==> src/rtl/fp_special_classify_pipe_if.sv <==
// Operand/result handshake bundle for the FP special-case classifier.
// master drives operands and out_ready; slave is the classifier.
interface fp_special_classify_pipe_if #(
    parameter int EXP_W = 5,
    parameter int MAN_W = 10
);
    logic             in_valid;
    logic             in_ready;
    logic             mode_sqrt;
    logic             sign_in;
    logic [EXP_W-1:0] exp_in;
    logic [MAN_W-1:0] mant_in;
    logic             out_valid;
    logic             out_ready;
    logic             sign_out;
    logic [EXP_W-1:0] exp_out;
    logic [MAN_W-1:0] mant_out;
    logic             is_nan;
    logic             is_snan;
    logic             is_pinf;
    logic             is_ninf;
    logic             is_zero;
    logic             is_subnormal;
    logic             is_normal;
    logic             bypass;
    logic             invalid;

    modport master (
        output in_valid, mode_sqrt, sign_in, exp_in, mant_in, out_ready,
        input  in_ready, out_valid, sign_out, exp_out, mant_out,
        input  is_nan, is_snan, is_pinf, is_ninf, is_zero,
        input  is_subnormal, is_normal, bypass, invalid
    );

    modport slave (
        input  in_valid, mode_sqrt, sign_in, exp_in, mant_in, out_ready,
        output in_ready, out_valid, sign_out, exp_out, mant_out,
        output is_nan, is_snan, is_pinf, is_ninf, is_zero,
        output is_subnormal, is_normal, bypass, invalid
    );
endinterface

==> src/rtl/fp_special_classify_pipe.sv <==
// Special-operand classifier with IEEE special-case result and bypass flag.
// Results pass through a 2-entry buffer; invalid deliveries are counted.
module fp_special_classify_pipe #(
    parameter int EXP_W = 5,
    parameter int MAN_W = 10,
    parameter int FTZ   = 0,
    parameter int CNT_W = 8
) (
    input  logic                        clk,
    input  logic                        rst_n,
    input  logic                        enable,
    fp_special_classify_pipe_if.slave   bus,
    output logic [CNT_W-1:0]            invalid_cnt
);
    localparam logic [MAN_W-1:0] QBIT = {1'b1, {(MAN_W-1){1'b0}}};
    localparam bit FTZ_ON = (FTZ != 0);

    typedef struct packed {
        logic             sign;
        logic [EXP_W-1:0] exp;
        logic [MAN_W-1:0] mant;
        logic             is_nan;
        logic             is_snan;
        logic             is_pinf;
        logic             is_ninf;
        logic             is_zero;
        logic             is_subnormal;
        logic             is_normal;
        logic             bypass;
        logic             invalid;
    } rec_t;

    rec_t             res;
    rec_t             head;
    rec_t             spare;
    logic [1:0]       count;
    logic [1:0]       count_nx;
    logic             held_valid;
    logic             ready;
    logic [CNT_W-1:0] inv_count;
    logic             accept;
    logic             deliver;

    logic emax_hit, exp_zero, man_zero;
    logic nan_c, inf_c, zero_c, sub_c, neg_bad;

    assign accept  = bus.in_valid & ready & enable;
    assign deliver = held_valid & bus.out_ready & enable;

    // Decode operand classes and build the special-case result record
    always_comb begin
        emax_hit = &bus.exp_in;
        exp_zero = ~|bus.exp_in;
        man_zero = ~|bus.mant_in;
        nan_c    = emax_hit & ~man_zero;
        inf_c    = emax_hit & man_zero;
        sub_c    = exp_zero & ~man_zero;
        zero_c   = exp_zero & (man_zero | FTZ_ON);
        neg_bad  = bus.mode_sqrt & bus.sign_in & ~nan_c & ~zero_c;
        res      = '0;
        res.sign = bus.sign_in;
        res.exp  = bus.exp_in;
        res.mant = bus.mant_in;
        if (nan_c) begin
            res.mant    = bus.mant_in | QBIT;
            res.is_nan  = 1'b1;
            res.is_snan = ~bus.mant_in[MAN_W-1];
            res.invalid = ~bus.mant_in[MAN_W-1];
        end else if (neg_bad) begin
            res.sign    = 1'b1;
            res.exp     = '1;
            res.mant    = QBIT;
            res.is_nan  = 1'b1;
            res.invalid = 1'b1;
        end else if (inf_c) begin
            res.is_pinf = ~bus.sign_in;
            res.is_ninf = bus.sign_in;
        end else if (zero_c) begin
            res.exp     = '0;
            res.mant    = '0;
            res.is_zero = 1'b1;
        end else if (sub_c) begin
            res.is_subnormal = 1'b1;
        end else begin
            res.is_normal = 1'b1;
        end
        res.bypass = res.is_nan | res.is_pinf | res.is_ninf | res.is_zero;
    end

    // Occupancy after this cycle's accept/deliver
    always_comb begin
        count_nx = count;
        if (accept & ~deliver) count_nx = count + 2'd1;
        else if (deliver & ~accept) count_nx = count - 2'd1;
    end

    // Head register feeds out_*; spare holds the second entry when stalled
    always_ff @(posedge clk or negedge rst_n) begin
        if (!rst_n) begin
            head       <= '0;
            spare      <= '0;
            count      <= '0;
            held_valid <= 1'b0;
            ready      <= 1'b0;
            inv_count  <= '0;
        end else if (!enable) begin
            count      <= '0;
            held_valid <= 1'b0;
            ready      <= 1'b0;
        end else begin
            if (deliver && head.invalid && inv_count != '1)
                inv_count <= inv_count + CNT_W'(1);
            case (count)
                2'd0: if (accept) head <= res;
                2'd1: begin
                    if (accept && deliver) head <= res;
                    else if (accept) spare <= res;
                end
                default: if (deliver) head <= spare;
            endcase
            count      <= count_nx;
            held_valid <= (count_nx != 2'd0);
            ready      <= (count_nx != 2'd2);
        end
    end

    assign bus.in_ready     = ready;
    assign bus.out_valid    = held_valid;
    assign bus.sign_out     = head.sign;
    assign bus.exp_out      = head.exp;
    assign bus.mant_out     = head.mant;
    assign bus.is_nan       = head.is_nan;
    assign bus.is_snan      = head.is_snan;
    assign bus.is_pinf      = head.is_pinf;
    assign bus.is_ninf      = head.is_ninf;
    assign bus.is_zero      = head.is_zero;
    assign bus.is_subnormal = head.is_subnormal;
    assign bus.is_normal    = head.is_normal;
    assign bus.bypass       = head.bypass;
    assign bus.invalid      = head.invalid;
    assign invalid_cnt      = inv_count;
endmodule

==> src/flat_wrapper.sv <==
// flat-port wrapper written by rule: the top's interface ports become plain ports
module fp_special_classify_pipe_flat 
#(
    parameter int EXP_W = 5,
    parameter int MAN_W = 10,
    parameter int FTZ   = 0,
    parameter int CNT_W = 8
)
  (clk, rst_n, enable, invalid_cnt, bus_in_valid, bus_mode_sqrt, bus_sign_in, bus_exp_in, bus_mant_in, bus_out_ready, bus_in_ready, bus_out_valid, bus_sign_out, bus_exp_out, bus_mant_out, bus_is_nan, bus_is_snan, bus_is_pinf, bus_is_ninf, bus_is_zero, bus_is_subnormal, bus_is_normal, bus_bypass, bus_invalid);
  fp_special_classify_pipe_if #(.EXP_W(EXP_W), .MAN_W(MAN_W)) bus_i ();
  input  logic clk;
  input  logic rst_n;
  input  logic enable;
  output logic [CNT_W-1:0] invalid_cnt;
  input wire logic [$bits(bus_i.in_valid)-1:0] bus_in_valid;
  input wire logic [$bits(bus_i.mode_sqrt)-1:0] bus_mode_sqrt;
  input wire logic [$bits(bus_i.sign_in)-1:0] bus_sign_in;
  input wire logic [$bits(bus_i.exp_in)-1:0] bus_exp_in;
  input wire logic [$bits(bus_i.mant_in)-1:0] bus_mant_in;
  input wire logic [$bits(bus_i.out_ready)-1:0] bus_out_ready;
  output wire logic [$bits(bus_i.in_ready)-1:0] bus_in_ready;
  output wire logic [$bits(bus_i.out_valid)-1:0] bus_out_valid;
  output wire logic [$bits(bus_i.sign_out)-1:0] bus_sign_out;
  output wire logic [$bits(bus_i.exp_out)-1:0] bus_exp_out;
  output wire logic [$bits(bus_i.mant_out)-1:0] bus_mant_out;
  output wire logic [$bits(bus_i.is_nan)-1:0] bus_is_nan;
  output wire logic [$bits(bus_i.is_snan)-1:0] bus_is_snan;
  output wire logic [$bits(bus_i.is_pinf)-1:0] bus_is_pinf;
  output wire logic [$bits(bus_i.is_ninf)-1:0] bus_is_ninf;
  output wire logic [$bits(bus_i.is_zero)-1:0] bus_is_zero;
  output wire logic [$bits(bus_i.is_subnormal)-1:0] bus_is_subnormal;
  output wire logic [$bits(bus_i.is_normal)-1:0] bus_is_normal;
  output wire logic [$bits(bus_i.bypass)-1:0] bus_bypass;
  output wire logic [$bits(bus_i.invalid)-1:0] bus_invalid;
  assign bus_i.in_valid = bus_in_valid;
  assign bus_i.mode_sqrt = bus_mode_sqrt;
  assign bus_i.sign_in = bus_sign_in;
  assign bus_i.exp_in = bus_exp_in;
  assign bus_i.mant_in = bus_mant_in;
  assign bus_i.out_ready = bus_out_ready;
  assign bus_in_ready = bus_i.in_ready;
  assign bus_out_valid = bus_i.out_valid;
  assign bus_sign_out = bus_i.sign_out;
  assign bus_exp_out = bus_i.exp_out;
  assign bus_mant_out = bus_i.mant_out;
  assign bus_is_nan = bus_i.is_nan;
  assign bus_is_snan = bus_i.is_snan;
  assign bus_is_pinf = bus_i.is_pinf;
  assign bus_is_ninf = bus_i.is_ninf;
  assign bus_is_zero = bus_i.is_zero;
  assign bus_is_subnormal = bus_i.is_subnormal;
  assign bus_is_normal = bus_i.is_normal;
  assign bus_bypass = bus_i.bypass;
  assign bus_invalid = bus_i.invalid;
  fp_special_classify_pipe #(.EXP_W(EXP_W), .MAN_W(MAN_W), .FTZ(FTZ), .CNT_W(CNT_W)) u_core (.clk(clk), .rst_n(rst_n), .enable(enable), .bus(bus_i), .invalid_cnt(invalid_cnt));
endmodule
==> config.mk <==
export PLATFORM = sky130hd
export DESIGN_NAME = fp_special_classify_pipe_flat
export DESIGN_NICKNAME = d
export VERILOG_FILES = /design/src/rtl/fp_special_classify_pipe_if.sv /design/src/rtl/fp_special_classify_pipe.sv /design/src/flat_wrapper.sv
export SDC_FILE = /design/constraint.sdc
export NUM_CORES = 1
export LEC_CHECK = 0
export CORE_UTILIZATION = 49
export CTS_BUF_LIST = sky130_fd_sc_hd__clkbuf_4 sky130_fd_sc_hd__clkbuf_8
export CTS_CLUSTER_DIAMETER = 40
export DETAILED_ROUTE_END_ITERATION = 10
export HOLD_SLACK_MARGIN = 0.15
export PLACE_DENSITY = 0.88
export SLEW_MARGIN = 10
export SYNTH_ARGS = -nofsm -noshare
export SYNTH_HDL_FRONTEND = slang
export SYNTH_SLANG_ARGS = --single-unit
==> constraint.sdc <==
create_clock -name clk -period 1.8 [get_ports clk]
set_input_delay 0.36 -clock clk [delete_from_list [all_inputs] [get_ports clk]]
set_output_delay 0.36 -clock clk [all_outputs]
set_load 0.005 [all_outputs]
==> results.ini, run 1 <==
[logic_synthesis]
seq_area_frac_synth_pct = 51.37
ys_ff_latch = 62
syn_area_um2 = 3020
synthTopCellsByArea = dfrtp_1, nand2_1, a21oi_1, o21ai_0, nor2_1
synth_simple_gate_area_share_pct = 22.25
muxShareOfSynthArea_pct = 1.450
synth-xor-area-share_pct = 2.610
synth.distinct_cells = 51
synthFlopType = dfrtp_1
synth_top_family_by_area = simple AND/OR/NAND/NOR gates
synth_compound_area_share_pct = 17.56
syn_nets = 352
synth_area_leader_cell = dfrtp_1
ys.warnings.count = 0
synth-edff-count = 0
syn_inst = 327
synthAdderAreaFrac_pct = 1.574
synth_top_area_share_pct = 51.37
async_reset_ff_share_pct = 100.0
synth_area_per_cell_um2 = 9.237

[worst_setup_path]
critPathKind = reg -> reg
startpoint_type = register
critPathBufInv = 2
critical_path.max_stage_delay_ns = 0.39
cp-startpoint = u_core.count[0]
path_max_fanout = 7
critPathSlowestCell = dfrtp_1
cp_data_required_time_ns = 2.06
path_cells = inv_2 -> ha_2 -> nand3b_1 -> a21oi_2 -> o21a_4 -> buf_12 -> o21ai_0 -> o21ai_1
critPathTopFamily = compound AO/OA/AOI/OAI gates
reg2reg_from = u_core.count[0]
arrival_ns = 2.03
end_kind = register

[placement]
dp.cells = 484
io_buffers = 56
gp_congestion = 0.8653
dp_hpwl_mm = 5.364

[pwr]
cellLeakagePower_uw = 0.001942
total_power_uw = 6241
power_density_nw_per_um2 = 1445
peakVddDrop_uv = 817.4

[route]
ant_nets = 0
drt_pass1_iterations = 5
drc = 0
via_count = 2917
avgRoutedWirePerCell_um = 16.59
drtIter0Drc = 351
via_per_inst = 5.811
drt_wl_total_mm = 8.329

[timing]
fin_skew_ns = 0.006951
worst_slew_pin_slew_ns = 0.3781
rsz0062_at_grt = yes
timing.final.crit_share_pct = 98.46
post-route-min-period_ns = 1.772
final_max_slew_viol_count = 0
setup_viol = 0
finalHoldViolCount = 0
slew_headroom_pct = 74.14
fmax_ghz = 0.5642

[clocking]
clk-insertion-delay-late_ns = 0.34
max-clock-path-buffers = 2
clk_pin_slew_worst_paths_ns = 0.07
clock-root-buffer = clkbuf_8
cts_sinks = 62
cts_tree = done
htreeDepth = 3
numCtsBuffers = 9

[floorplanning]
core_um2 = 5921
die-width_um = 80.51
std_cell_rows = 28
fp.dieH_um = 80.51
dieArea_um2 = 6482
initial_core_util_pct = 51.01
ios = 57

[cells_and_area]
num_antenna_cells = 0
num-fill-cells = 382
nNetsFinal = 448
layoutNonFillerInstCount = 502
area.growth.synth_to_final_pct = 43.04
drive_above_1_share_pct = 20.84

[hold_path]
min_from = bus_mant_in[4]
hp-class = in -> reg

[global_routing]
grt_pass1_vias = 2765
grt_max_degree = 63
antenna_found_initial = 0
grt_pass1_wl_mm = 13.13
overflow = 0
grt_usage_pct = 27.08

[status]
status = finished, final reports clean

[run]
max_cap_viol_count = 0

[sequential cells by signal, summed over array words and instances, names as in the netlist]
register / flops
u_core.bus.sign_out: 1
u_core.bus.is_zero: 1
u_core.bus.is_snan: 1
u_core.bus.mant_out: 10
u_core.bus.is_subnormal: 1
u_core.bus.is_nan: 1
u_core.spare: 25
u_core.invalid_cnt: 8
u_core.count: 2
u_core.bus.in_ready: 1
u_core.bus.is_ninf: 1
u_core.bus.is_pinf: 1
u_core.bus.is_normal: 1
u_core.bus.out_valid: 1
u_core.bus.invalid: 1
u_core.bus.bypass: 1
u_core.bus.exp_out: 5
[worst reg2reg max path, stage by stage (launching register included)]
cell and delay [ns]:
dfrtp_1 0.39, inv_2 0.06, ha_2 0.19, nand3b_1 0.19, a21oi_2 0.28, o21a_4 0.23, buf_12 0.13, o21ai_0 0.07
o21ai_1 0.15
[power by group]
part | switching [µW] | leakage (µW) | total (µW) | internal (µW)
logic | 1260 | 0.00104 | 2690 | 1420
clock network | 527 | 0.000109 | 1310 | 780
registers | 335 | 0.000788 | 2250 | 1910
total | 2120 | 0.00194 | 6240 | 4120
[timing repair]
item,CTS,global route
gates cloned,0,1
hold endpoints to repair,62,0
gates resized for setup,5,27
buffers inserted,0,1
hold buffers,1,0
pin swaps,2,7
endpoints found under the setup margin,18,38
[final timing paths]
kind / endpoint / slack, ns / depth (start not counted)
max: u_core.bus.is_nan / 0.03 / 8
min: u_core.bus.mant_out[4] / 0.36 / 3
max reg2reg: u_core.bus.is_nan / 0.03 / 8
min reg2reg: u_core.spare[22] / 0.48 / 2
max in group asynchronous: u_core.spare[3] / 0.96 / 3
min in group asynchronous: u_core.bus.bypass / 0.56 / 3
[cell type report]
cell class	instances	area (µm²)	area share, %
Sequential cell	62	1551	35.91
Clock buffer	10	131.4	3.041
Clock inverter	5	75.07	1.738
Timing Repair Buffer	102	1012	23.43
Multi-Input combinational cell	245	1445	33.45
Inverter	3	11.26	0.2606
Tap cell	75	93.84	2.172
[placed cells by master, fill, tap and decap left out, types with 2 or more instances in the layout]
cell type        count
nand4_1              4
o41ai_1              2
xor2_1               3
o21ai_0             21
nand3_1             18
ha_1                 2
o22ai_1              2
a21oi_2              4
nor4_2               2
nand2_2              2
nand2_1             55
clkinv_2             3
o31ai_1              3
buf_4               37
and2_1               4
inv_1                2
dfrtp_1             62
nor4_4               2
xnor2_1              6
dlymetal6s2s_1       5
mux2_2               3
clkbuf_8             9
nor3_1               7
a31oi_1              3
buf_12               6
o21ai_1              9
a21oi_1             32
clkdlybuf4s50_1     50
bufinv_16            2
nor2_1              33
[synthesized netlist by cell type, types with 2 or more instances]
master and n:
dfrtp_1 62, nand2_1 56, a21oi_1 34, nor2_1 33, o21ai_0 28, nand3_1 19, buf_2 8, nor3_1 7
clkbuf_1 6, xnor2_1 6, and2_1 4, nand4_1 4, a31oi_1 3, ha_1 3, inv_1 3, mux2_2 3
o21ai_1 3, o31ai_1 3, o41ai_1 3, xor2_1 3, a21oi_2 2, nor4_4 2, o21a_1 2, o22ai_1 2
or2_2 2
[routing by layer]
metal,track usage (%),routed length [µm],vias to the layer above
met4,13.75,209,0
li1,-,-,1348
met5,0,0,-
met3,4.205,443,18
met2,43.31,4190,106
met1,35.46,3485,1445
[through the flow]
stage	instance area (µm²)	util, %	TNS (ns)	setup WS [ns]	hold WS, ns
after global routing	4320	72.97	-0.5351	-0.07126	0.3740
after CTS	4208	71.07	-0.01500	-0.01181	0.4807
after global placement	3970	67.05	-8.923	-0.2779	0.3968
after floorplan	3020	-	0	0.1159	0.06441
after detailed placement	3970	67.05	-10.55	-0.3241	0.3949
final	4320	72.97	0	0.02766	0.3595
[cells by family after synthesis]
logic type	count (synthesis)
xor+xnor	9
fa+ha+maj	4
simple gates	139
flops	62
mux	4
buf+inv	20
compound gates	89
Note: power is estimated with default switching activity, not from simulation.
==> inputs of run 2 (changes only) <==
CORE_ASPECT_RATIO = 1.25   (was default)
CTS_CLUSTER_DIAMETER = default   (was 40)
==> results.ini, run 2 (synthesis results as in run 1) <==
[status]
status = finished, violations left  ; was finished, final reports clean
violations = negative setup slack

[floorplanning]
initial_core_util_pct = 51.57  ; was 51.01%
ios = 57  ; unchanged
die-width_um = 72.22  ; was 80.51 µm
dieArea_um2 = 6484  ; was 6482 µm²
fp.dieH_um = 89.78  ; was 80.51 µm
core_um2 = 5857  ; was 5921 µm²
std_cell_rows = 31  ; was 28

[route]
avgRoutedWirePerCell_um = 17.16  ; was 16.59 µm
drc = 0  ; unchanged
via_per_inst = 5.739  ; was 5.811
drt_pass1_iterations = 5  ; unchanged
via_count = 2967  ; was 2917
drtIter0Drc = 285  ; was 351
ant_nets = 0  ; unchanged
drt_wl_total_mm = 8.871  ; was 8.329 mm

[pwr]
power_density_nw_per_um2 = 1380  ; was 1445 nW/µm²
clockPowerShare_pct = 18.1  ; was 20.9%
p_switching_uw = 2158  ; was 2123 µW
p_int_uw = 3859  ; was 4118 µW
peakVddDrop_uv = 822.2  ; was 817.4 µV
cellLeakagePower_uw = 0.001948  ; was 0.001942 µW
p_seq_share_pct = 37.3  ; was 36.0%
combinationalPowerShare_pct = 44.6  ; was 43.0%
p_sw_share_pct = 35.87  ; was 34.02%

[clocking]
cts_tree = done  ; unchanged
clk-insertion-delay-late_ns = 0.34  ; about the same
clock-root-buffer = clkbuf_8  ; unchanged
numCtsBuffers = 9  ; unchanged
cts_sinks = 62  ; unchanged
htreeDepth = 3  ; unchanged
clk_pin_slew_worst_paths_ns = 0.07  ; about the same
max-clock-path-buffers = 2  ; unchanged

[global_routing]
antenna_found_initial = 0  ; unchanged
grt_max_degree = 63  ; unchanged
grt_pass1_vias = 2930  ; was 2765
overflow = 0  ; unchanged
grt_usage_pct = 27.52  ; was 27.08%
grt_pass1_wl_mm = 13.82  ; was 13.13 mm

[placement]
dp_hpwl_mm = 5.445  ; was 5.364 mm
io_buffers = 56  ; unchanged
gp_congestion = 0.9013  ; was 0.8653
dpl-instance-area_um2 = 3991  ; was 3970 µm²

[timing]
fmax_ghz = 0.5480  ; was 0.5642 GHz
finalHoldViolCount = 0  ; unchanged
post-route-min-period_ns = 1.825  ; was 1.772 ns
layout_setup_ws_ns = -0.02477  ; was 0.02766 ns
whs_ns = 0.4710  ; was 0.3595 ns
fin_skew_ns = 0.01044  ; was 0.006951 ns
timing.final.crit_share_pct = 101.4  ; was 98.46%
worst_slew_pin_slew_ns = 0.3830  ; was 0.3781 ns
slew_headroom_pct = 74.47  ; was 74.14%
setup_viol = 1  ; was 0
final_max_slew_viol_count = 0  ; unchanged

[cells_and_area]
layout_commonest_cell = dfrtp_1  ; unchanged
area.growth.synth_to_final_pct = 44.32  ; was 43.04%
final_cell_mix = dfrtp_1, nand2_1, clkdlybuf4s50_1, buf_4, a21oi_1  ; was dfrtp_1, nand2_1, clkdlybuf4s50_1, buf_4, nor2_1
drive_above_1_share_pct = 22.76  ; was 20.84%
largest_reg_flops = 25  ; unchanged
final_util_pct = 74.43  ; was 72.97%
top_register = u_core.spare  ; unchanged
nNetsFinal = 455  ; was 448
num_antenna_cells = 0  ; unchanged
final_area_um2 = 4359  ; was 4320 µm²

[worst_setup_path]
arrival_ns = 2.05  ; was 2.03 ns
startpoint_type = input pin  ; was register
path_max_fanout = 5  ; was 7
cp_data_required_time_ns = 2.02  ; was 2.06 ns
end_kind = register  ; unchanged
critPathKind = in -> reg  ; was reg -> reg

[run]
max_cap_viol_count = 0  ; unchanged

[hold_path]
hp-class = in -> reg  ; unchanged

-- run 2: through the flow --
stage | setup WS, ns | cells | total power (µW) | setup TNS, ns
detailed placement | -0.3196 | 496 | 4675 | -11.11
floorplan | 0.1159 | 327 | 3336 | 0
finish | -0.02477 | 517 | 6017 | -0.02477
global route | -0.03694 | 517 | 6375 | -0.09238
CTS | -0.009790 | 515 | 5831 | -0.02730
global placement | -0.2296 | 496 | 4566 | -8.148
-- run 2: path summary, 6_finish.rpt --
path                                       from                      to  slack, ns  cells after the start
setup / recovery                  bus_out_ready    u_core.bus.out_valid      -0.02                      6
hold / removal                   bus_mant_in[7]  u_core.bus.mant_out[7]       0.47                      4
setup reg to reg           u_core.bus.out_valid    u_core.bus.out_valid          0                      5
hold reg to reg                u_core.spare[22]        u_core.spare[22]       0.48                      2
max in group asynchronous                 rst_n        u_core.spare[12]       0.98                      3
min in group asynchronous                 rst_n    u_core.bus.out_valid       0.55                      3
-- run 2: critical path, stage by stage --
cell and delay [ns]:
clkdlybuf4s50_1 0.46, and2_1 0.23, maj3_1 0.36, o21ai_0 0.23
a21oi_1 0.11, or2_2 0.30
-- run 2: final cells by class --
class                           count  area, µm²
Clock buffer                       10      137.6
Clock inverter                      6      37.54
Fill cell                         373       1498
Inverter                            3      11.26
Multi-Input combinational cell    245       1468
Sequential cell                    62       1551
Tap cell                           82      102.6
Timing Repair Buffer              109       1051
-- run 2: per-layer routing --
metal  global-route usage [%]  wire length, µm  vias to the layer above
met1                    34.16             3458                     1434
li1                         -                -                     1361
met4                    13.24              348                        0
met3                    5.942              588                       34
met2                    44.94             4476                      138
met5                        0                0                        -
-- run 2: repair_timing --
item | in CTS | in global routing
gates cloned | 1 | 0
buffers inserted | 1 | 2
pin swaps | 0 | 9
resized for setup | 1 | 27
endpoints found under the hold margin | 62 | 0
hold buffers | 1 | 0
endpoints found under the setup margin | 15 | 33
-- run 2: power by group through the flow --
stage	Combinational (µW)	Sequential, µW	Clock (µW)
after global placement	2350	2220	0
after detailed placement	2420	2250	0
after global routing	2930	2290	1150
after CTS	2520	2220	1090
after floorplan	1110	2230	0
final	2680	2240	1090
